[config.mk]
export PLATFORM = sky130hd
export DESIGN_NAME = dmem_arbiter_flat
export DESIGN_NICKNAME = d
export VERILOG_FILES = /design/src/rtl/dmem_arbiter_pkg.sv /design/src/rtl/dmem_arbiter_if.sv /design/src/rtl/dmem_arbiter_lane_fmt.sv /design/src/rtl/dmem_arbiter.sv /design/src/flat_wrapper.sv
export SDC_FILE = /design/constraint.sdc
export NUM_CORES = 1
export LEC_CHECK = 0
export CORE_MARGIN = 4
export CORE_UTILIZATION = 38
export CTS_CLUSTER_DIAMETER = 50
export DETAILED_ROUTE_END_ITERATION = 6
export GPL_TIMING_DRIVEN = 0
export HOLD_SLACK_MARGIN = 0.02
export PLACE_DENSITY = 0.78
export SLEW_MARGIN = 20
export SYNTH_ARGS = -nofsm -noshare
export SYNTH_HDL_FRONTEND = slang
export SYNTH_SLANG_ARGS = --single-unit
[constraint.sdc]
create_clock -name clk -period 7.75 [get_ports clk]
set_input_delay 2.325 -clock clk [delete_from_list [all_inputs] [get_ports clk]]
set_output_delay 2.325 -clock clk [all_outputs]
set_load 0.005 [all_outputs]
[src/rtl/dmem_arbiter_pkg.sv]
// Shared types and lane-formatting helpers for the data-memory arbiter.
package dmem_pkg;

   localparam logic [1:0] SZ_B = 2'd0;
   localparam logic [1:0] SZ_H = 2'd1;
   localparam logic [1:0] SZ_W = 2'd2;

   typedef enum logic {
      ST_FAV_P0 = 1'b0,
      ST_FAV_P1 = 1'b1
   } arb_st_t;

   // request as seen at the accept stage
   typedef struct packed {
      logic        we;
      logic [1:0]  size;
      logic        uns;
      logic [31:0] addr;
      logic [31:0] wdata;
      logic        port;
   } req_t;

   // what the issue/response stages need to remember about an access
   typedef struct packed {
      logic       port;
      logic       err;
      logic       we;
      logic [1:0] size;
      logic       uns;
      logic [1:0] alo;
   } rsp_t;

   function automatic logic [3:0] be_gen(input logic [1:0] size, input logic [1:0] alo);
      case (size)
         SZ_B:    return 4'b0001 << alo;
         SZ_H:    return alo[1] ? 4'b1100 : 4'b0011;
         SZ_W:    return 4'b1111;
         default: return 4'b0000;
      endcase
   endfunction

   // shift the addressed byte/half down to bit 0, then extend
   function automatic logic [31:0] ld_fmt(input logic [31:0] rdata, input logic [1:0] size,
                                          input logic uns, input logic [1:0] alo);
      logic [31:0] sh;
      sh = rdata >> {alo, 3'b000};
      case (size)
         SZ_B:    return uns ? {24'd0, sh[7:0]}  : {{24{sh[7]}}, sh[7:0]};
         SZ_H:    return uns ? {16'd0, sh[15:0]} : {{16{sh[15]}}, sh[15:0]};
         default: return rdata;
      endcase
   endfunction

endpackage

[src/rtl/dmem_arbiter_if.sv]
// Requester-side handshake bundle and memory-side bus bundle.
interface dmem_arbiter_if;
   logic        req;
   logic        we;
   logic [1:0]  size;
   logic        uns;
   logic [31:0] addr;
   logic [31:0] wdata;
   logic        gnt;
   logic        rvalid;
   logic [31:0] rdata;
   logic        err;

   modport master (output req, we, size, uns, addr, wdata, input gnt, rvalid, rdata, err);
   modport slave  (input req, we, size, uns, addr, wdata, output gnt, rvalid, rdata, err);
endinterface

interface dmem_mem_if #(parameter int AW = 10);
   logic          en;
   logic          we;
   logic [3:0]    be;
   logic [AW-1:0] addr;
   logic [31:0]   wdata;
   logic [31:0]   rdata;

   modport master (output en, we, be, addr, wdata, input rdata);
   modport slave  (input en, we, be, addr, wdata, output rdata);
endinterface

[src/rtl/dmem_arbiter_lane_fmt.sv]
// Combinational lane handling: byte enables, store replication, load extraction.
module dmem_lane_fmt
   import dmem_pkg::*;
(
   input  logic [1:0]  i_size,
   input  logic        i_uns,
   input  logic [1:0]  i_alo,
   input  logic [31:0] i_wdata,
   input  logic [31:0] i_rdata,
   output logic [3:0]  o_be,
   output logic [31:0] o_wdata,
   output logic [31:0] o_rdata
);

   assign o_be    = be_gen(i_size, i_alo);
   assign o_rdata = ld_fmt(i_rdata, i_size, i_uns, i_alo);

   // copy right-aligned store data onto every lane it could target
   always_comb begin
      o_wdata = i_wdata;
      case (i_size)
         SZ_B:    o_wdata = {4{i_wdata[7:0]}};
         SZ_H:    o_wdata = {2{i_wdata[15:0]}};
         default: o_wdata = i_wdata;
      endcase
   end

endmodule

[src/rtl/dmem_arbiter.sv]
// Two-port round-robin arbiter in front of a single-port word memory.
// Accept (N) -> issue on mem_* (N+1) -> respond on rvalid/rdata (N+2).
//
// state     | meaning
// ST_FAV_P0 | on contention p0 wins (reset, or p1 was granted last)
// ST_FAV_P1 | on contention p1 wins (p0 was granted last)
module dmem_arbiter
   import dmem_pkg::*;
#(
   parameter int DEPTH = 1024,
   parameter int AW    = $clog2(DEPTH)
) (
   input logic            clk,
   input logic            rst,
   dmem_arbiter_if.slave  p0,
   dmem_arbiter_if.slave  p1,
   dmem_mem_if.master     mem
);

   arb_st_t       r_state;
   logic          w_gnt0, w_gnt1, w_any, w_err, w_go;
   req_t          w_sel;
   logic [3:0]    w_be;
   logic [31:0]   w_wrep, w_iss_ld_unused;

   logic          r_iss_vld, r_rsp_vld;
   rsp_t          r_iss, r_rsp;
   logic          r_mem_en, r_mem_we;
   logic [3:0]    r_mem_be;
   logic [AW-1:0] r_mem_addr;
   logic [31:0]   r_mem_wdata;
   logic [31:0]   r_hold0, r_hold1;

   logic [31:0]   w_ld_fmt, w_rsp_data;
   logic [3:0]    w_rsp_be_unused;
   logic [31:0]   w_rsp_wr_unused;

   // grant from req and pointer only; mem_rdata never reaches this path
   assign w_gnt0 = ~rst & p0.req & (~p1.req | (r_state == ST_FAV_P0));
   assign w_gnt1 = ~rst & p1.req & (~p0.req | (r_state == ST_FAV_P1));
   assign w_any  = w_gnt0 | w_gnt1;
   assign p0.gnt = w_gnt0;
   assign p1.gnt = w_gnt1;

   // mux the granted requester's fields
   always_comb begin
      w_sel = '0;
      if (w_gnt1) begin
         w_sel.we = p1.we;  w_sel.size = p1.size; w_sel.uns = p1.uns;
         w_sel.addr = p1.addr; w_sel.wdata = p1.wdata; w_sel.port = 1'b1;
      end else begin
         w_sel.we = p0.we;  w_sel.size = p0.size; w_sel.uns = p0.uns;
         w_sel.addr = p0.addr; w_sel.wdata = p0.wdata; w_sel.port = 1'b0;
      end
   end

   assign w_err = (w_sel.size == 2'd3)
                | ((w_sel.size == SZ_H) & w_sel.addr[0])
                | ((w_sel.size == SZ_W) & (w_sel.addr[1:0] != 2'b00))
                | (w_sel.addr[31:2] >= 30'(DEPTH));
   assign w_go  = w_any & ~w_err;

   dmem_lane_fmt u_iss_fmt (
      .i_size  (w_sel.size),
      .i_uns   (w_sel.uns),
      .i_alo   (w_sel.addr[1:0]),
      .i_wdata (w_sel.wdata),
      .i_rdata (32'd0),
      .o_be    (w_be),
      .o_wdata (w_wrep),
      .o_rdata (w_iss_ld_unused)
   );

   // round-robin pointer: moves away from whichever port was just granted
   always_ff @(posedge clk or posedge rst) begin
      if (rst) begin
         r_state <= ST_FAV_P0;
      end else if (w_gnt0) begin
         r_state <= ST_FAV_P1;
      end else if (w_gnt1) begin
         r_state <= ST_FAV_P0;
      end
   end

   // issue and response pipeline; errored requests flow through without touching memory
   always_ff @(posedge clk or posedge rst) begin
      if (rst) begin
         r_iss_vld   <= 1'b0;
         r_iss       <= '0;
         r_rsp_vld   <= 1'b0;
         r_rsp       <= '0;
         r_mem_en    <= 1'b0;
         r_mem_we    <= 1'b0;
         r_mem_be    <= '0;
         r_mem_addr  <= '0;
         r_mem_wdata <= '0;
         r_hold0     <= '0;
         r_hold1     <= '0;
      end else begin
         r_iss_vld   <= w_any;
         r_iss       <= '{port: w_sel.port, err: w_err, we: w_sel.we, size: w_sel.size,
                          uns: w_sel.uns, alo: w_sel.addr[1:0]};
         r_mem_en    <= w_go;
         r_mem_we    <= w_go & w_sel.we;
         r_mem_be    <= w_go ? w_be : 4'b0000;
         r_mem_addr  <= w_go ? w_sel.addr[AW+1:2] : '0;
         r_mem_wdata <= (w_go & w_sel.we) ? w_wrep : 32'd0;
         r_rsp_vld   <= r_iss_vld;
         r_rsp       <= r_iss;
         if (r_rsp_vld & ~r_rsp.port) r_hold0 <= w_rsp_data;
         if (r_rsp_vld &  r_rsp.port) r_hold1 <= w_rsp_data;
      end
   end

   assign mem.en    = r_mem_en;
   assign mem.we    = r_mem_we;
   assign mem.be    = r_mem_be;
   assign mem.addr  = r_mem_addr;
   assign mem.wdata = r_mem_wdata;

   dmem_lane_fmt u_rsp_fmt (
      .i_size  (r_rsp.size),
      .i_uns   (r_rsp.uns),
      .i_alo   (r_rsp.alo),
      .i_wdata (32'd0),
      .i_rdata (mem.rdata),
      .o_be    (w_rsp_be_unused),
      .o_wdata (w_rsp_wr_unused),
      .o_rdata (w_ld_fmt)
   );

   // memory data arrives in N+2, so the response cycle passes it through and the hold keeps it
   assign w_rsp_data = (r_rsp.we | r_rsp.err) ? 32'd0 : w_ld_fmt;

   assign p0.rvalid = r_rsp_vld & ~r_rsp.port;
   assign p1.rvalid = r_rsp_vld &  r_rsp.port;
   assign p0.err    = r_rsp_vld & ~r_rsp.port & r_rsp.err;
   assign p1.err    = r_rsp_vld &  r_rsp.port & r_rsp.err;
   assign p0.rdata  = (r_rsp_vld & ~r_rsp.port) ? w_rsp_data : r_hold0;
   assign p1.rdata  = (r_rsp_vld &  r_rsp.port) ? w_rsp_data : r_hold1;

endmodule

[src/flat_wrapper.sv]
// flat-port wrapper written by rule: the top's interface ports become plain ports
module dmem_arbiter_flat import dmem_pkg::*;
#(
   parameter int DEPTH = 1024,
   parameter int AW    = $clog2(DEPTH)
)
  (clk, rst, p0_req, p0_we, p0_size, p0_uns, p0_addr, p0_wdata, p0_gnt, p0_rvalid, p0_rdata, p0_err, p1_req, p1_we, p1_size, p1_uns, p1_addr, p1_wdata, p1_gnt, p1_rvalid, p1_rdata, p1_err, mem_en, mem_we, mem_be, mem_addr, mem_wdata, mem_rdata);
  dmem_arbiter_if p0_i ();
  dmem_arbiter_if p1_i ();
  dmem_mem_if #(.AW(AW)) mem_i ();
  input logic clk;
  input logic rst;
  input wire logic [$bits(p0_i.req)-1:0] p0_req;
  input wire logic [$bits(p0_i.we)-1:0] p0_we;
  input wire logic [$bits(p0_i.size)-1:0] p0_size;
  input wire logic [$bits(p0_i.uns)-1:0] p0_uns;
  input wire logic [$bits(p0_i.addr)-1:0] p0_addr;
  input wire logic [$bits(p0_i.wdata)-1:0] p0_wdata;
  output wire logic [$bits(p0_i.gnt)-1:0] p0_gnt;
  output wire logic [$bits(p0_i.rvalid)-1:0] p0_rvalid;
  output wire logic [$bits(p0_i.rdata)-1:0] p0_rdata;
  output wire logic [$bits(p0_i.err)-1:0] p0_err;
  input wire logic [$bits(p1_i.req)-1:0] p1_req;
  input wire logic [$bits(p1_i.we)-1:0] p1_we;
  input wire logic [$bits(p1_i.size)-1:0] p1_size;
  input wire logic [$bits(p1_i.uns)-1:0] p1_uns;
  input wire logic [$bits(p1_i.addr)-1:0] p1_addr;
  input wire logic [$bits(p1_i.wdata)-1:0] p1_wdata;
  output wire logic [$bits(p1_i.gnt)-1:0] p1_gnt;
  output wire logic [$bits(p1_i.rvalid)-1:0] p1_rvalid;
  output wire logic [$bits(p1_i.rdata)-1:0] p1_rdata;
  output wire logic [$bits(p1_i.err)-1:0] p1_err;
  output wire logic [$bits(mem_i.en)-1:0] mem_en;
  output wire logic [$bits(mem_i.we)-1:0] mem_we;
  output wire logic [$bits(mem_i.be)-1:0] mem_be;
  output wire logic [$bits(mem_i.addr)-1:0] mem_addr;
  output wire logic [$bits(mem_i.wdata)-1:0] mem_wdata;
  input wire logic [$bits(mem_i.rdata)-1:0] mem_rdata;
  assign p0_i.req = p0_req;
  assign p0_i.we = p0_we;
  assign p0_i.size = p0_size;
  assign p0_i.uns = p0_uns;
  assign p0_i.addr = p0_addr;
  assign p0_i.wdata = p0_wdata;
  assign p0_gnt = p0_i.gnt;
  assign p0_rvalid = p0_i.rvalid;
  assign p0_rdata = p0_i.rdata;
  assign p0_err = p0_i.err;
  assign p1_i.req = p1_req;
  assign p1_i.we = p1_we;
  assign p1_i.size = p1_size;
  assign p1_i.uns = p1_uns;
  assign p1_i.addr = p1_addr;
  assign p1_i.wdata = p1_wdata;
  assign p1_gnt = p1_i.gnt;
  assign p1_rvalid = p1_i.rvalid;
  assign p1_rdata = p1_i.rdata;
  assign p1_err = p1_i.err;
  assign mem_en = mem_i.en;
  assign mem_we = mem_i.we;
  assign mem_be = mem_i.be;
  assign mem_addr = mem_i.addr;
  assign mem_wdata = mem_i.wdata;
  assign mem_i.rdata = mem_rdata;
  dmem_arbiter #(.DEPTH(DEPTH), .AW(AW)) u_core (.clk(clk), .rst(rst), .p0(p0_i), .p1(p1_i), .mem(mem_i));
endmodule
==> results of run 1 <==
==> power by group through the flow <==
stage / clock, W / sequential [W] / combinational, W
floorplan: 0 / 0.000717 / 0.000120
global placement: 0 / 0.000719 / 0.000275
detailed placement: 0 / 0.000719 / 0.000285
CTS: 0.000833 / 0.000707 / 0.000287
global route: 0.000870 / 0.000709 / 0.000309
finish: 0.000826 / 0.000707 / 0.000287
==> routing by layer <==
metal / vias up / GRT usage / routed length [um]
met3: 42 / 0.0992 / 2890
li1: 2810 / - / -
met4: 0 / 0.0957 / 660
met2: 376 / 0.472 / 12600
met5: - / 0 / 0
met1: 3024 / 0.298 / 8650
==> cell usage in the layout (no fill, tap or decap), types with 8 or more instances in the layout <==
cell type	synthesis	layout
dfrtp_1	131	131
o21ai_0	46	46
nand3_1	26	26
a211oi_1	15	15
mux2_2	10	10
nor4_1	8	8
a221o_1	32	32
inv_1	10	9
clkbuf_16	0	17
a22oi_1	15	15
a21oi_1	22	22
mux2i_1	35	35
clkdlybuf4s50_1	0	288
nor2_1	44	44
clkbuf_1	24	26
nand2_1	76	76
buf_2	9	9
a31oi_1	10	10
nor2b_1	13	13
==> worst paths after layout <==
check	startpoint	end	cells past startpoint
min in group asynchronous	rst	u_core.mem.en$_DFF_PP0_	2
setup / recovery	mem_rdata[23]	p1_rdata[25]	8
max in group asynchronous	rst	u_core.r_hold1[19]$_DFF_PP0_	5
hold / removal	u_core.r_iss[4]$_DFF_PP0_	u_core.r_rsp[4]$_DFF_PP0_	0
setup reg to reg	u_core.r_rsp[6]$_DFF_PP0_	u_core.r_hold0[9]$_DFF_PP0_	6
hold reg to reg	u_core.r_iss[4]$_DFF_PP0_	u_core.r_rsp[4]$_DFF_PP0_	0
==> through the flow <==
stage	power, W	worst slack, ps
after floorplan	0.000837	949
after global routing	0.00189	171
final	0.00182	306
after detailed placement	0.00100	313
after CTS	0.00183	281
after global placement	0.000994	-966
==> cell type report <==
type	count	area, um^2	area share
Sequential cell	131	3280	0.324
Timing Repair Buffer	293	3000	0.297
Multi-Input combinational cell	408	2720	0.269
Clock buffer	22	474	0.0469
Tap cell	216	270	0.0267
Buffer	42	195	0.0193
Clock inverter	9	129	0.0128
Inverter	10	41.3	0.00409
Antenna cell	1	2.50	0.000248
==> registers in the layout, indices dropped and copies added, names as in the netlist <==
signal,count
u_core.r_iss_vld,1
u_core.r_state,1
u_core.mem.we,1
u_core.mem.wdata,32
u_core.mem.be,4
u_core.r_hold1,32
u_core.mem.addr,10
u_core.r_rsp,8
u_core.r_hold0,32
u_core.r_iss,8
u_core.mem.en,1
u_core.r_rsp_vld,1
==> kinds of logic (layout without fill, tap and decap cells) <==
kind of cell / count (synthesis) / after routing / share of synthesized area
other cells: 0 / 1 / 0
mux: 47 / 47 / 0.0816
simple gates: 192 / 192 / 0.153
flops: 131 / 131 / 0.526
compound gates: 169 / 169 / 0.201
buf+inv: 52 / 376 / 0.0374
==> flow_summary.json, run 1 <==
{
  "outcome": "complete, no violations",
  "ant_nets": 0,
  "cts_tree": "built",
  "cts_buffer_depth": 2,
  "clock_sinks": 131,
  "synth_cell_types": 44,
  "synth_edf_count": 0,
  "placement_rows": 46,
  "endpoint_kind": "primary output",
  "p_int_w": 0.00137,
  "io_buffers": 288,
  "ys_ff_latch": 131,
  "combPwrFrac": 0.158,
  "cpMostUsedCell": "clkdlybuf4s50_1",
  "final.setup.tns_ps": 0,
  "fillerInstances": 1344,
  "clk_latency_ps": 420,
  "maxCapViolCount": 0,
  "post-route-min-period_ps": 7440,
  "cts_resized": 0,
  "io_pins": 290,
  "crit_path_start_kind": "primary input",
  "grt_max_degree": 33,
  "fin_nets": 1075,
  "synthArstFlopShare": 1.00,
  "post-cts-setup-buffer-count": 0,
  "netlist_area_um2": 6230,
  "drc": 0,
  "whs_ps": 345,
  "start_util": 0.389,
  "via_per_inst": 5.52,
  "clockPowerShare": 0.454,
  "critical_path.max_stage_delay_ps": 650,
  "final_cells": 1132,
  "finalSetupViolCount": 0,
  "area_delta_synth_final_pct": 62.3,
  "synthMostInstantiatedCell": "dfrtp_1",
  "p_seq_frac": 0.388,
  "rsz0062_at_grt": "false",
  "coreArea_um2": 16000,
  "crit_buf_inv": 3,
  "globalRouteTotalUtil": 0.269,
  "synth_fp_nets": 763,
  "grt_pass1_vias": 6424,
  "p_sw_frac": 0.245,
  "dieArea_um2": 18500,
  "synthFlopType": "dfrtp_1",
  "cp.arrival_ps": 5120,
  "place_inst": 1100,
  "antenna_found_initial": 1,
  "die_height_um": 136,
  "relSlewSlack": 0.445,
  "min_path_type": "flop to flop",
  "dp_hpwl_um": 19400,
  "holdBufCountCts": 0,
  "synth_warnings": 0,
  "tightest_slew_ps": 833,
  "p_switching_w": 0.000447,
  "drt_iter0_drc": 433,
  "leakagePower_nw": 4.34,
  "crit_family": "buffers and inverters",
  "synth.area.top_cells": "dfrtp_1 53%, mux2i_1 5.6%, a221o_1 5.1%",
  "powerDensity_nw_per_um2": 180,
  "fin_skew_ps": 9.48,
  "synthCells": 591,
  "finalHoldViolations": 0,
  "worstPathRequired_ps": 5430,
  "cts_made_buffers": 17,
  "die_w_um": 136,
  "reg2reg_slack_ps": 5190,
  "period_share": 0.961,
  "grt_pass1_wl_um": 37300,
  "routedWlPerCell_um": 21.9,
  "path_cells": "clkdlybuf4s50_1 -> mux2i_1 -> o21ai_0 -> mux2i_4 -> nor4_4 -> buf_4 -> a221o_1 -> clkdlybuf4s50_1",
  "drt_wl_total_um": 24800,
  "design_area_um2": 10100,
  "drive_above_1_share": 0.0863,
  "postPlaceCellArea_um2": 9500,
  "synth_area_per_cell_um2": 10.5,
  "clockRootBuffer": "clkbuf_16",
  "place_congestion": 0.945,
  "synth_commonest_cells": "131 x dfrtp_1, 76 x nand2_1, 46 x o21ai_0, 44 x nor2_1, 35 x mux2i_1",
  "grt_overflow": 0,
  "num_vias": 6252,
  "critical_path.slowest_cell": "clkdlybuf4s50_1",
  "cts.clk_slew.worst_paths_ps": 50,
  "yosysTopAreaCell": "dfrtp_1",
  "peakVddDrop_mv": 0.154,
  "path_max_fanout": 10,
  "slew_violations": 0,
  "drt_first_pass_iters": 5,
  "h-tree-depth": 4,
  "utilization": 0.632,
  "ys_seq_area_frac": 0.526,
  "clock.fmax_mhz": 134,
  "synth_top_area_frac": 0.526,
  "crit_type": "primary input to primary output"
}
Power figures use the tool's default switching activity.
==> run 2, diff against run 1 <==
--- a/config.mk
+++ b/config.mk
@@ -5,7 +5,6 @@
 export SDC_FILE = /design/constraint.sdc
 export NUM_CORES = 1
 export LEC_CHECK = 0
-export CORE_MARGIN = 4
 export CORE_UTILIZATION = 38
 export CTS_CLUSTER_DIAMETER = 50
 export DETAILED_ROUTE_END_ITERATION = 6
==> run 2 against run 1 <==
Critical path depth unchanged. Worst hold slack improved by 0.69 ps. Clock-buffer cell count decreased by 3. Worst setup slack got worse by 7.8 ps. Via count about the same. Non-clock buffer count decreased by 1. Combinational power decreased by 1%. Sequential power about the same. Utilization about the same. Final cell count decreased by 0.18%. Register-to-register slack got worse by 20 ps. Flip-flop and latch count unchanged. Critical path type unchanged. Critical endpoint is now p0_rdata[21].
==> flow_summary.json, run 2 (same netlist as run 1, synthesis figures left out) <==
{
  "cts_resized": 0,
  "cts_buffer_depth": 2,
  "critical_path.slowest_cell": "clkdlybuf4s50_1",
  "relSlewSlack": 0.462,
  "maxCapViolCount": 0,
  "p_sw_frac": 0.248,
  "place_inst": 1099,
  "antenna_found_initial": 0,
  "clock_sinks": 131,
  "dp_hpwl_um": 18000,
  "crit_type": "primary input to primary output",
  "path_max_fanout": 10,
  "via_per_inst": 5.54,
  "fin_skew_ps": 6.36,
  "final_cells": 1130,
  "coreArea_um2": 15900,
  "worstPathRequired_ps": 5430,
  "grt_max_degree": 30,
  "period_share": 0.962,
  "globalRouteTotalUtil": 0.278,
  "io_buffers": 288,
  "routedWlPerCell_um": 20.6,
  "fin_nets": 1074,
  "drt_wl_total_um": 23300,
  "crit_buf_inv": 3,
  "min_path_type": "flop to flop",
  "dieArea_um2": 16900,
  "die_w_um": 130,
  "clk_latency_ps": 420,
  "drt_iter0_drc": 311,
  "rsz0062_at_grt": "false",
  "critical_path.max_stage_delay_ps": 630,
  "path_cells": "clkdlybuf4s50_1 -> mux2i_1 -> o21ai_0 -> mux2i_4 -> nor4_4 -> buf_2 -> a221o_1 -> clkdlybuf4s50_1",
  "place_congestion": 0.911,
  "grt_pass1_vias": 6225,
  "slew_violations": 0,
  "grt_pass1_wl_um": 34600,
  "p_int_w": 0.00137,
  "powerDensity_nw_per_um2": 180,
  "post-route-min-period_ps": 7450,
  "reg2reg_slack_ps": 5170,
  "io_pins": 290,
  "endpoint_kind": "primary output",
  "final_common_cell": "clkdlybuf4s50_1",
  "tightest_slew_ps": 807,
  "finalPower_w": 0.00182,
  "p_seq_frac": 0.389,
  "cts.clk_slew.worst_paths_ps": 50,
  "cp.arrival_ps": 5130,
  "area_delta_synth_final_pct": 61.7,
  "p_switching_w": 0.000451,
  "h-tree-depth": 4,
  "drt_first_pass_iters": 5,
  "placement_rows": 46,
  "cts_made_buffers": 17,
  "post-cts-setup-buffer-count": 0,
  "crit_family": "buffers and inverters",
  "crit_path_start_kind": "primary input",
  "multi_input_area_um2": 2720,
  "drc": 0,
  "combPwrFrac": 0.156,
  "finalSetupViolCount": 0,
  "drive_above_1_share": 0.0875,
  "holdBufCountCts": 0,
  "peakVddDrop_mv": 0.147,
  "num_vias": 6255,
  "whs_ps": 346,
  "mostFrequentLayoutCells": "288 x clkdlybuf4s50_1, 131 x dfrtp_1, 76 x nand2_1",
  "clockRootBuffer": "clkbuf_16",
  "die_height_um": 130,
  "grt_overflow": 0,
  "finalHoldViolations": 0,
  "start_util": 0.391,
  "antenna_cells": 0,
  "fillerInstances": 1312,
  "regArea_um2": 3280,
  "clockPowerShare": 0.455,
  "leakagePower_nw": 4.33,
  "clock.fmax_mhz": 134,
  "cts_tree": "built",
  "cpMostUsedCell": "clkdlybuf4s50_1",
  "ant_nets": 0,
  "outcome": "complete, no violations"
}
run 2: cell types whose count changed in the layout (fill, tap and decap cells not counted), sizes merged:
cell	delta
buf	-1
inv	+1
clkbuf	-3
diode	-1
clkinv	+2
run 2: final cells by class:
class                           instances  area share
Inverter                               10     0.00410
Sequential cell                       131       0.325
Multi-Input combinational cell        408       0.270
Tap cell                              216      0.0268
Timing Repair Buffer                  292       0.294
Buffer                                 42      0.0194
Clock buffer                           19      0.0450
Clock inverter                         12      0.0154
run 2: final timing paths:
kind                                           start                            to  cells after the start
min in group asynchronous                        rst       u_core.mem.en$_DFF_PP0_                      2
setup reg to reg           u_core.r_rsp[6]$_DFF_PP0_  u_core.r_hold0[14]$_DFF_PP0_                      6
setup / recovery                       mem_rdata[23]                  p0_rdata[21]                      8
hold / removal             u_core.r_iss[6]$_DFF_PP0_     u_core.r_rsp[6]$_DFF_PP0_                      0
hold reg to reg            u_core.r_iss[6]$_DFF_PP0_     u_core.r_rsp[6]$_DFF_PP0_                      0
max in group asynchronous                        rst  u_core.r_hold1[23]$_DFF_PP0_                      4
run 2: metrics by stage:
step	utilization	cell area [um^2]	TNS, ps	setup slack [ps]
finish	0.632	10100	0	298
global route	0.632	10100	0	205
CTS	0.632	10100	0	290
detailed placement	0.594	9470	0	304
global placement	0.589	9390	-942	-942
floorplan	-	6230	0	949
run 2: layer usage:
metal  global-route usage  part of all wire  wire (um)
met5                    0                 0          0
met4                0.124             0.030        705
met3                0.100             0.094       2190
met2                0.488              0.51      11900
met1                0.300              0.36       8470
run 2: power by group through the flow:
stage / Clock, W / Combinational [W] / Sequential (W)
after floorplan: 0 / 0.000120 / 0.000717
after global placement: 0 / 0.000273 / 0.000719
after detailed placement: 0 / 0.000281 / 0.000719
after CTS: 0.000837 / 0.000283 / 0.000707
after global routing: 0.000867 / 0.000305 / 0.000708
final: 0.000826 / 0.000283 / 0.000707
